`config.mk`:
```
export PLATFORM = sky130hd
export DESIGN_NAME = alu_issue_decode_flat
export DESIGN_NICKNAME = d
export VERILOG_FILES = /design/src/rtl/alu_issue_decode_pkg.sv /design/src/rtl/alu_issue_decode_if.sv /design/src/rtl/alu_issue_decode_decoder.sv /design/src/rtl/alu_issue_decode.sv /design/src/flat_wrapper.sv
export SDC_FILE = /design/constraint.sdc
export NUM_CORES = 1
export LEC_CHECK = 0
export CORE_MARGIN = 4
export CORE_UTILIZATION = 53
export CTS_CLUSTER_DIAMETER = 80
export DETAILED_ROUTE_END_ITERATION = 6
export GPL_TIMING_DRIVEN = 1
export PLACE_DENSITY = 0.85
export SLEW_MARGIN = 20
export SYNTH_ARGS = -nofsm -noshare
export SYNTH_HDL_FRONTEND = slang
export SYNTH_HIERARCHICAL = 1
export SYNTH_SLANG_ARGS = --single-unit
```
`constraint.sdc`:
```
create_clock -name clk -period 2.4 [get_ports clk]
set_clock_uncertainty 0.1 [all_clocks]
set_input_delay 0.48 -clock clk [delete_from_list [all_inputs] [get_ports clk]]
set_output_delay 0.48 -clock clk [all_outputs]
set_load 0.03 [all_outputs]
```
`src/rtl/alu_issue_decode_pkg.sv`:
```
// Shared types for the ALU issue/decode front end and the ALU behind it.
// Contents:
//   - alu_op_t     : 4-bit ALU operation code (the ALU decodes the same values)
//   - OPC_*        : RV32I major opcodes handled by this stage
//   - op1_sel_t    : operand-1 source (rs1, pc, zero)
//   - op2_sel_t    : operand-2 source (rs2, imm)
//   - decoded_t    : one decoded instruction as held in the issue buffer
//   - regAluOp     : funct3 -> operation for the plain (funct7 == 0) forms
package alu_pkg;

    localparam int XLEN = 32;
    localparam int PC_W = 32;

    typedef enum logic [3:0] {
        ALU_ADD  = 4'd0,
        ALU_SUB  = 4'd1,
        ALU_SLL  = 4'd2,
        ALU_SLT  = 4'd3,
        ALU_SLTU = 4'd4,
        ALU_XOR  = 4'd5,
        ALU_SRL  = 4'd6,
        ALU_SRA  = 4'd7,
        ALU_OR   = 4'd8,
        ALU_AND  = 4'd9,
        ALU_SUBI = 4'd10
    } alu_op_t;

    localparam logic [6:0] OPC_OP     = 7'b0110011;
    localparam logic [6:0] OPC_OP_IMM = 7'b0010011;
    localparam logic [6:0] OPC_LUI    = 7'b0110111;
    localparam logic [6:0] OPC_AUIPC  = 7'b0010111;

    typedef enum logic [1:0] {
        OP1_RS1  = 2'd0,
        OP1_PC   = 2'd1,
        OP1_ZERO = 2'd2
    } op1_sel_t;

    typedef enum logic {
        OP2_RS2 = 1'b0,
        OP2_IMM = 1'b1
    } op2_sel_t;

    typedef struct packed {
        alu_op_t         alu_op;
        op1_sel_t        op1_sel;
        op2_sel_t        op2_sel;
        logic [XLEN-1:0] imm;
        logic [4:0]      rs1;
        logic [4:0]      rs2;
        logic [4:0]      rd;
        logic            rd_we;
        logic            illegal;
        logic [PC_W-1:0] pc;
    } decoded_t;

    // Operation selected by funct3 when funct7 is all zeros. OP-IMM reuses
    // this table too, since 000 there always means ADD.
    function automatic alu_op_t regAluOp(input logic [2:0] funct3);
        alu_op_t op;
        case (funct3)
            3'b000:  op = ALU_ADD;
            3'b001:  op = ALU_SLL;
            3'b010:  op = ALU_SLT;
            3'b011:  op = ALU_SLTU;
            3'b100:  op = ALU_XOR;
            3'b101:  op = ALU_SRL;
            3'b110:  op = ALU_OR;
            default: op = ALU_AND;
        endcase
        return op;
    endfunction

endpackage

```
`src/rtl/alu_issue_decode_if.sv`:
```
// Fetch-side and ALU-side handshake bundle of the issue/decode stage.
//   in_*  : instruction from fetch (valid/ready, raw word, pc)
//   out_* : decoded entry towards register read / ALU (valid/ready + fields)
// Modports:
//   master : the environment (drives in_valid/in_instr/in_pc/out_ready)
//   slave  : the decode stage
interface alu_issue_decode_if #(
    parameter int XLEN = 32,
    parameter int PC_W = 32
) ();

    logic            in_valid;
    logic            in_ready;
    logic [31:0]     in_instr;
    logic [PC_W-1:0] in_pc;

    logic            out_valid;
    logic            out_ready;
    logic [3:0]      out_alu_op;
    logic [1:0]      out_op1_sel;
    logic            out_op2_sel;
    logic [XLEN-1:0] out_imm;
    logic [4:0]      out_rs1;
    logic [4:0]      out_rs2;
    logic [4:0]      out_rd;
    logic            out_rd_we;
    logic            out_illegal;
    logic [PC_W-1:0] out_pc;

    modport master (
        output in_valid, in_instr, in_pc, out_ready,
        input  in_ready, out_valid, out_alu_op, out_op1_sel, out_op2_sel,
               out_imm, out_rs1, out_rs2, out_rd, out_rd_we, out_illegal, out_pc
    );

    modport slave (
        input  in_valid, in_instr, in_pc, out_ready,
        output in_ready, out_valid, out_alu_op, out_op1_sel, out_op2_sel,
               out_imm, out_rs1, out_rs2, out_rd, out_rd_we, out_illegal, out_pc
    );

endinterface

```
`src/rtl/alu_issue_decode_decoder.sv`:
```
// Purely combinational RV32I ALU-instruction decoder.
// Ports:
//   instr_i : raw 32-bit instruction word
//   dec_o   : decoded fields; the pc field is left zero and filled by the caller
module alu_instr_decoder
    import alu_pkg::*;
(
    input  logic [31:0] instr_i,
    output decoded_t    dec_o
);

    logic [6:0] opcode;
    logic [2:0] funct3;
    logic [6:0] funct7;
    logic [4:0] shamt;
    logic       legal;
    decoded_t   dec;

    assign opcode = instr_i[6:0];
    assign funct3 = instr_i[14:12];
    assign funct7 = instr_i[31:25];
    assign shamt  = instr_i[24:20];

    // Opcodes outside the four ALU classes never match, which also rejects
    // any word whose low two bits are not 11. Anything rejected is reduced
    // to a harmless ADD with no register write so only the trap flag matters.
    always_comb begin
        dec     = '0;
        legal   = 1'b0;
        dec.rs1 = instr_i[19:15];
        dec.rs2 = instr_i[24:20];
        dec.rd  = instr_i[11:7];

        case (opcode)
            OPC_OP: begin
                if (funct7 == 7'b0000000) begin
                    legal      = 1'b1;
                    dec.alu_op = regAluOp(funct3);
                end else if (funct7 == 7'b0100000 && funct3 == 3'b000) begin
                    legal      = 1'b1;
                    dec.alu_op = ALU_SUB;
                end else if (funct7 == 7'b0100000 && funct3 == 3'b101) begin
                    legal      = 1'b1;
                    dec.alu_op = ALU_SRA;
                end
            end
            OPC_OP_IMM: begin
                dec.op2_sel = OP2_IMM;
                dec.rs2     = '0;
                dec.imm     = {{(XLEN-12){instr_i[31]}}, instr_i[31:20]};
                case (funct3)
                    3'b001: begin
                        legal      = (funct7 == 7'b0000000);
                        dec.alu_op = ALU_SLL;
                        dec.imm    = {{(XLEN-5){1'b0}}, shamt};
                    end
                    3'b101: begin
                        legal      = (funct7 == 7'b0000000) || (funct7 == 7'b0100000);
                        dec.alu_op = funct7[5] ? ALU_SRA : ALU_SRL;
                        dec.imm    = {{(XLEN-5){1'b0}}, shamt};
                    end
                    default: begin
                        legal      = 1'b1;
                        dec.alu_op = regAluOp(funct3);
                    end
                endcase
            end
            OPC_LUI, OPC_AUIPC: begin
                legal       = 1'b1;
                dec.alu_op  = ALU_ADD;
                dec.op1_sel = (opcode == OPC_LUI) ? OP1_ZERO : OP1_PC;
                dec.op2_sel = OP2_IMM;
                dec.rs2     = '0;
                dec.imm     = XLEN'({instr_i[31:12], 12'b0});
            end
            default: ;
        endcase

        if (!legal) begin
            dec.illegal = 1'b1;
            dec.alu_op  = ALU_ADD;
            dec.op1_sel = OP1_RS1;
            dec.op2_sel = OP2_RS2;
            dec.imm     = '0;
            dec.rs2     = instr_i[24:20];
        end
        dec.rd_we = legal && (dec.rd != 5'd0);
    end

    assign dec_o = dec;

endmodule

```
`src/rtl/alu_issue_decode.sv`:
```
// Issue/decode stage in front of the integer ALU: decodes each fetched
// instruction and holds it in a two-entry skid buffer (main + skid).
// Ports:
//   clk, rst_n : clock, asynchronous active-low reset
//   flush      : synchronous discard of every buffered entry
//   bus        : fetch handshake in, decoded entry handshake out (slave side)
module alu_issue_decode #(
    parameter int XLEN = alu_pkg::XLEN,
    parameter int PC_W = alu_pkg::PC_W
) (
    input  logic               clk,
    input  logic               rst_n,
    input  logic               flush,
    alu_issue_decode_if.slave  bus
);

    import alu_pkg::*;

    decoded_t decIn;
    decoded_t newEntry;
    decoded_t main_q, main_d;
    decoded_t skid_q, skid_d;
    logic     mainValid_q, mainValid_d;
    logic     skidValid_q, skidValid_d;
    logic     inReady_q, inReady_d;
    logic     accept;
    logic     drain;

    alu_instr_decoder u_decoder (
        .instr_i (bus.in_instr),
        .dec_o   (decIn)
    );

    always_comb begin
        newEntry    = decIn;
        newEntry.pc = bus.in_pc;
    end

    assign accept = bus.in_valid && inReady_q;
    assign drain  = mainValid_q && bus.out_ready;

    // The skid entry only fills while main is stalled, and in_ready is low
    // whenever it is full, so a drain never coincides with an accept while
    // the skid entry is occupied.
    always_comb begin
        main_d      = main_q;
        skid_d      = skid_q;
        mainValid_d = mainValid_q;
        skidValid_d = skidValid_q;

        if (flush) begin
            mainValid_d = 1'b0;
            skidValid_d = 1'b0;
        end else if (drain) begin
            if (skidValid_q) begin
                main_d      = skid_q;
                mainValid_d = 1'b1;
                skidValid_d = 1'b0;
            end else begin
                mainValid_d = accept;
                if (accept) begin
                    main_d = newEntry;
                end
            end
        end else if (accept) begin
            if (mainValid_q) begin
                skid_d      = newEntry;
                skidValid_d = 1'b1;
            end else begin
                main_d      = newEntry;
                mainValid_d = 1'b1;
            end
        end

        inReady_d = !skidValid_d;
    end

    // Entry payloads are cleared on reset so every data output reads zero.
    always_ff @(posedge clk or negedge rst_n) begin
        if (!rst_n) begin
            main_q      <= '0;
            skid_q      <= '0;
            mainValid_q <= 1'b0;
            skidValid_q <= 1'b0;
            inReady_q   <= 1'b1;
        end else begin
            main_q      <= main_d;
            skid_q      <= skid_d;
            mainValid_q <= mainValid_d;
            skidValid_q <= skidValid_d;
            inReady_q   <= inReady_d;
        end
    end

    assign bus.in_ready    = inReady_q;
    assign bus.out_valid   = mainValid_q;
    assign bus.out_alu_op  = main_q.alu_op;
    assign bus.out_op1_sel = main_q.op1_sel;
    assign bus.out_op2_sel = main_q.op2_sel;
    assign bus.out_imm     = main_q.imm[XLEN-1:0];
    assign bus.out_rs1     = main_q.rs1;
    assign bus.out_rs2     = main_q.rs2;
    assign bus.out_rd      = main_q.rd;
    assign bus.out_rd_we   = main_q.rd_we;
    assign bus.out_illegal = main_q.illegal;
    assign bus.out_pc      = main_q.pc[PC_W-1:0];

endmodule
```
`src/flat_wrapper.sv`:
```
// flat-port wrapper written by rule: the top's interface ports become plain ports
module alu_issue_decode_flat import alu_pkg::*;
#(
    parameter int XLEN = alu_pkg::XLEN,
    parameter int PC_W = alu_pkg::PC_W
)
  (clk, rst_n, flush, bus_in_valid, bus_in_instr, bus_in_pc, bus_out_ready, bus_in_ready, bus_out_valid, bus_out_alu_op, bus_out_op1_sel, bus_out_op2_sel, bus_out_imm, bus_out_rs1, bus_out_rs2, bus_out_rd, bus_out_rd_we, bus_out_illegal, bus_out_pc);
  alu_issue_decode_if #(.XLEN(XLEN), .PC_W(PC_W)) bus_i ();
  input  logic clk;
  input  logic rst_n;
  input  logic flush;
  input wire logic [$bits(bus_i.in_valid)-1:0] bus_in_valid;
  input wire logic [$bits(bus_i.in_instr)-1:0] bus_in_instr;
  input wire logic [$bits(bus_i.in_pc)-1:0] bus_in_pc;
  input wire logic [$bits(bus_i.out_ready)-1:0] bus_out_ready;
  output wire logic [$bits(bus_i.in_ready)-1:0] bus_in_ready;
  output wire logic [$bits(bus_i.out_valid)-1:0] bus_out_valid;
  output wire logic [$bits(bus_i.out_alu_op)-1:0] bus_out_alu_op;
  output wire logic [$bits(bus_i.out_op1_sel)-1:0] bus_out_op1_sel;
  output wire logic [$bits(bus_i.out_op2_sel)-1:0] bus_out_op2_sel;
  output wire logic [$bits(bus_i.out_imm)-1:0] bus_out_imm;
  output wire logic [$bits(bus_i.out_rs1)-1:0] bus_out_rs1;
  output wire logic [$bits(bus_i.out_rs2)-1:0] bus_out_rs2;
  output wire logic [$bits(bus_i.out_rd)-1:0] bus_out_rd;
  output wire logic [$bits(bus_i.out_rd_we)-1:0] bus_out_rd_we;
  output wire logic [$bits(bus_i.out_illegal)-1:0] bus_out_illegal;
  output wire logic [$bits(bus_i.out_pc)-1:0] bus_out_pc;
  assign bus_i.in_valid = bus_in_valid;
  assign bus_i.in_instr = bus_in_instr;
  assign bus_i.in_pc = bus_in_pc;
  assign bus_i.out_ready = bus_out_ready;
  assign bus_in_ready = bus_i.in_ready;
  assign bus_out_valid = bus_i.out_valid;
  assign bus_out_alu_op = bus_i.out_alu_op;
  assign bus_out_op1_sel = bus_i.out_op1_sel;
  assign bus_out_op2_sel = bus_i.out_op2_sel;
  assign bus_out_imm = bus_i.out_imm;
  assign bus_out_rs1 = bus_i.out_rs1;
  assign bus_out_rs2 = bus_i.out_rs2;
  assign bus_out_rd = bus_i.out_rd;
  assign bus_out_rd_we = bus_i.out_rd_we;
  assign bus_out_illegal = bus_i.out_illegal;
  assign bus_out_pc = bus_i.out_pc;
  alu_issue_decode #(.XLEN(XLEN), .PC_W(PC_W)) u_core (.clk(clk), .rst_n(rst_n), .flush(flush), .bus(bus_i));
endmodule
```
==> summary.md <==
| Metric | Value |
|---|---|
| Outcome | `complete, no violations` |
| Number of nets in the layout | `836` |
| WL final | `19.3 mm` |
| Sw Ratio | `approximately 27%` |
| Avg WL per Cell | `19.5 um` |
| Design area | `11100 um2` |
| Power Dens Cells | `about 710 nW/um2` |
| Pleak | `a little over 5 nW` |
| Tot GR Track Use | `~22%` |
| Final instance count without filler cells | `991` |
| Syn nets | `around 650` |
| Max-Cap Viols | `0` |
| Tmin final | `around 2.4 ns` |
| Die height | `134 um` |
| Clock power frac | `between 30% and 40%` |
| Gate power share | `between 10% and 20%` |
| Skew-Pair Late Insertion Delay | `~0.43 ns` |
| Antenna cells | `0` |
| Reg power frac | `about 46%` |
| Placed Area | `around 10000 um2` |
| Largest net degree at the start of global routing | `57` |
| Via count | `approximately 5400` |
| Drt drc | `0` |
| Final hold violations | `0` |
| Fmax | `423 MHz` |
| RSZ-0062 raised after global routing | `yes` |
| Syn Area/Cell | `14.3 um2` |
| Share of cells above drive strength 1 | `roughly 47%` |
| Slew headroom | `between 60% and 70%` |
| Mapped Cells | `585` |
| Post-CTS Setup Inserts | `0` |
| H-tree levels | `4` |
| Clock transition at path regs | `around 0.060 ns` |
| Internal power | `around 5.7 mW` |
| Die footprint | `approximately 18000 um2` |
| Fin. max-slew vios | `0` |
| Remaining Overflow, GRT | `0` |
| CTS Buf Count | `17` |
| Routed Antenna Nets | `0` |
| Ys Warns | `6` |
| Initial antenna violation count | `0` |
| Util after Layout | `a little over 70%` |
| Routability Congestion | `0.934` |
| Crit Path Category | `input port to flop` |
| Core area | `15400 um2` |
| First-pass GRT wire length | `about 32 mm` |
| Number of global-route vias before repair | `around 6000` |
| Worst slack at placement | `-0.455 ns` |
| Placed cell count | `about 960` |
| Crit start category | `input port` |
| Sw Pwr | `roughly 2.1 mW` |
| Clk buf depth | `2` |
| CTS tree | `built` |
| IO Port Bufs | `158` |
| Via density | `~5.5` |
| Worst vdd ir | `between 0.5 and 0.6 mV` |
| Detailed placement HPWL | `roughly 14 mm` |
| Starting Density | `a little over half` |
| Setup ws final | `~0.036 ns` |
| Die width | `approximately 130 um` |
| TritonRoute pass-1 iters | `4` |
| Final period utilization | `roughly 98%` |
| Syn-to-layout area delta | `33.0%` |
| Max Fanout on Critical Path | `4` |
| Worst path arrival time | `between 2 and 3 ns` |
| Critical path required time | `about 2.7 ns` |
| Cell Rows | `45` |
| Hold/Removal Path Class | `flop to flop` |
| Root Buffer | `clkbuf_16` |
| IO Count | `about 160` |
| Crit. End Element | `flop` |
| Worst slew pin tran | `0.567 ns` |
| Clock sink count | `about 180` |
| Post-Syn Area | `8380 um2` |
| # fillers | `991` |
| Setup violators final | `0` |
| Drt first-iter violations | `roughly 210` |
-- flip-flops by register name, summed over array words and instances, names as in the netlist --
register / cells
u_core/bus.in_ready: 1
u_core/bus.out_alu_op: 4
u_core/bus.out_illegal: 1
u_core/bus.out_imm: 32
u_core/bus.out_op1_sel: 2
u_core/bus.out_op2_sel: 1
u_core/bus.out_pc: 32
u_core/bus.out_rd: 5
u_core/bus.out_rd_we: 1
u_core/bus.out_rs1: 5
u_core/bus.out_rs2: 5
u_core/bus.out_valid: 1
u_core/skidValid_q: 1
u_core/skid_q: 88
-- routing by layer --
metal	vias to the layer above	part of all wire, %	GRT usage [%]	routed length, um
li1	2479	-	-	-
met1	2791	41	27.1	7840
met2	142	51	37.9	9820
met3	23	7.0	7.48	1340
met4	0	1.6	6.97	312
met5	-	0	0	0
-- path summary, 6_finish.rpt --
check | startpoint | endpoint | slack (ns) | depth (start not counted)
setup / recovery | bus_in_instr[0] | u_core/bus.out_alu_op[0]$_DFFE_PN0P_ | 0.04 | 7
hold / removal | u_core/skid_q[38]$_DFFE_PN0P_ | u_core/skid_q[38]$_DFFE_PN0P_ | 0.40 | 1
setup reg to reg | u_core/bus.in_ready$_DFF_PN1_ | u_core/skid_q[65]$_DFFE_PN0P_ | 0.38 | 5
hold reg to reg | u_core/skid_q[38]$_DFFE_PN0P_ | u_core/skid_q[38]$_DFFE_PN0P_ | 0.40 | 1
max in group asynchronous | rst_n | u_core/bus.out_op1_sel[1]$_DFFE_PN0P_ | 1.03 | 3
min in group asynchronous | rst_n | u_core/skid_q[44]$_DFFE_PN0P_ | 0.50 | 2
-- power by group through the flow --
stage	combinational, mW	clock (mW)	sequential, mW
4_1_cts	1.56	2.73	3.63
6_report	1.56	2.68	3.62
5_1_grt	1.65	2.89	3.67
2_1_floorplan	0.526	0	3.96
3_5_place_dp	1.55	0	3.68
3_3_place_gp	1.51	0	3.64
-- per-stage QoR --
step	hold WS, ns	TNS (ns)	power [mW]
after global routing	0.421	-0.00723	8.21
after global placement	0.385	-14.61	5.15
after CTS	0.407	0	7.92
after floorplan	0.0844	0	4.48
final	0.402	0	7.86
after detailed placement	0.392	-17.46	5.23
-- placed cells by master (no fill, tap or decap), types with 3 or more instances in the layout --
master / n
clkinv_2: 3
clkdlybuf4s50_1: 155
nand2_1: 4
clkbuf_8: 3
dfrtp_1: 178
a21oi_1: 3
o21ai_0: 5
a21boi_0: 6
and2_1: 13
clkinvlp_4: 4
inv_6: 3
buf_12: 10
and3_2: 3
mux2_2: 263
inv_1: 5
nor2_1: 5
clkbuf_16: 17
buf_4: 38
a21o_1: 19
-- critical path: stages --
cell and delay, ns:
clkdlybuf4s50_1 0.47, or3b_4 0.41, or2_4 0.29, or3_4 0.35
a221oi_4 0.30, mux2_4 0.20, mux2_2 0.13
-- area by class of cell --
class / instances / area (um2) / share of cell area, %
Timing Repair Buffer: 207 / 2080 / 18.7
Sequential cell: 179 / 4480 / 40.2
Multi-Input combinational cell: 357 / 3730 / 33.4
Clock inverter: 11 / 101 / 0.909
Tap cell: 211 / 264 / 2.37
Clock buffer: 21 / 470 / 4.22
Inverter: 5 / 18.8 / 0.168
-- timing repair --
action / 4_1_cts / 5_1_grt
endpoints found under the hold margin: 52 / 0
pin swaps: 0 / 3
hold buffers: 1 / 0
resized for setup: 1 / 12
setup endpoints to repair: 1 / 20
Note: power is estimated with default switching activity, not from simulation.
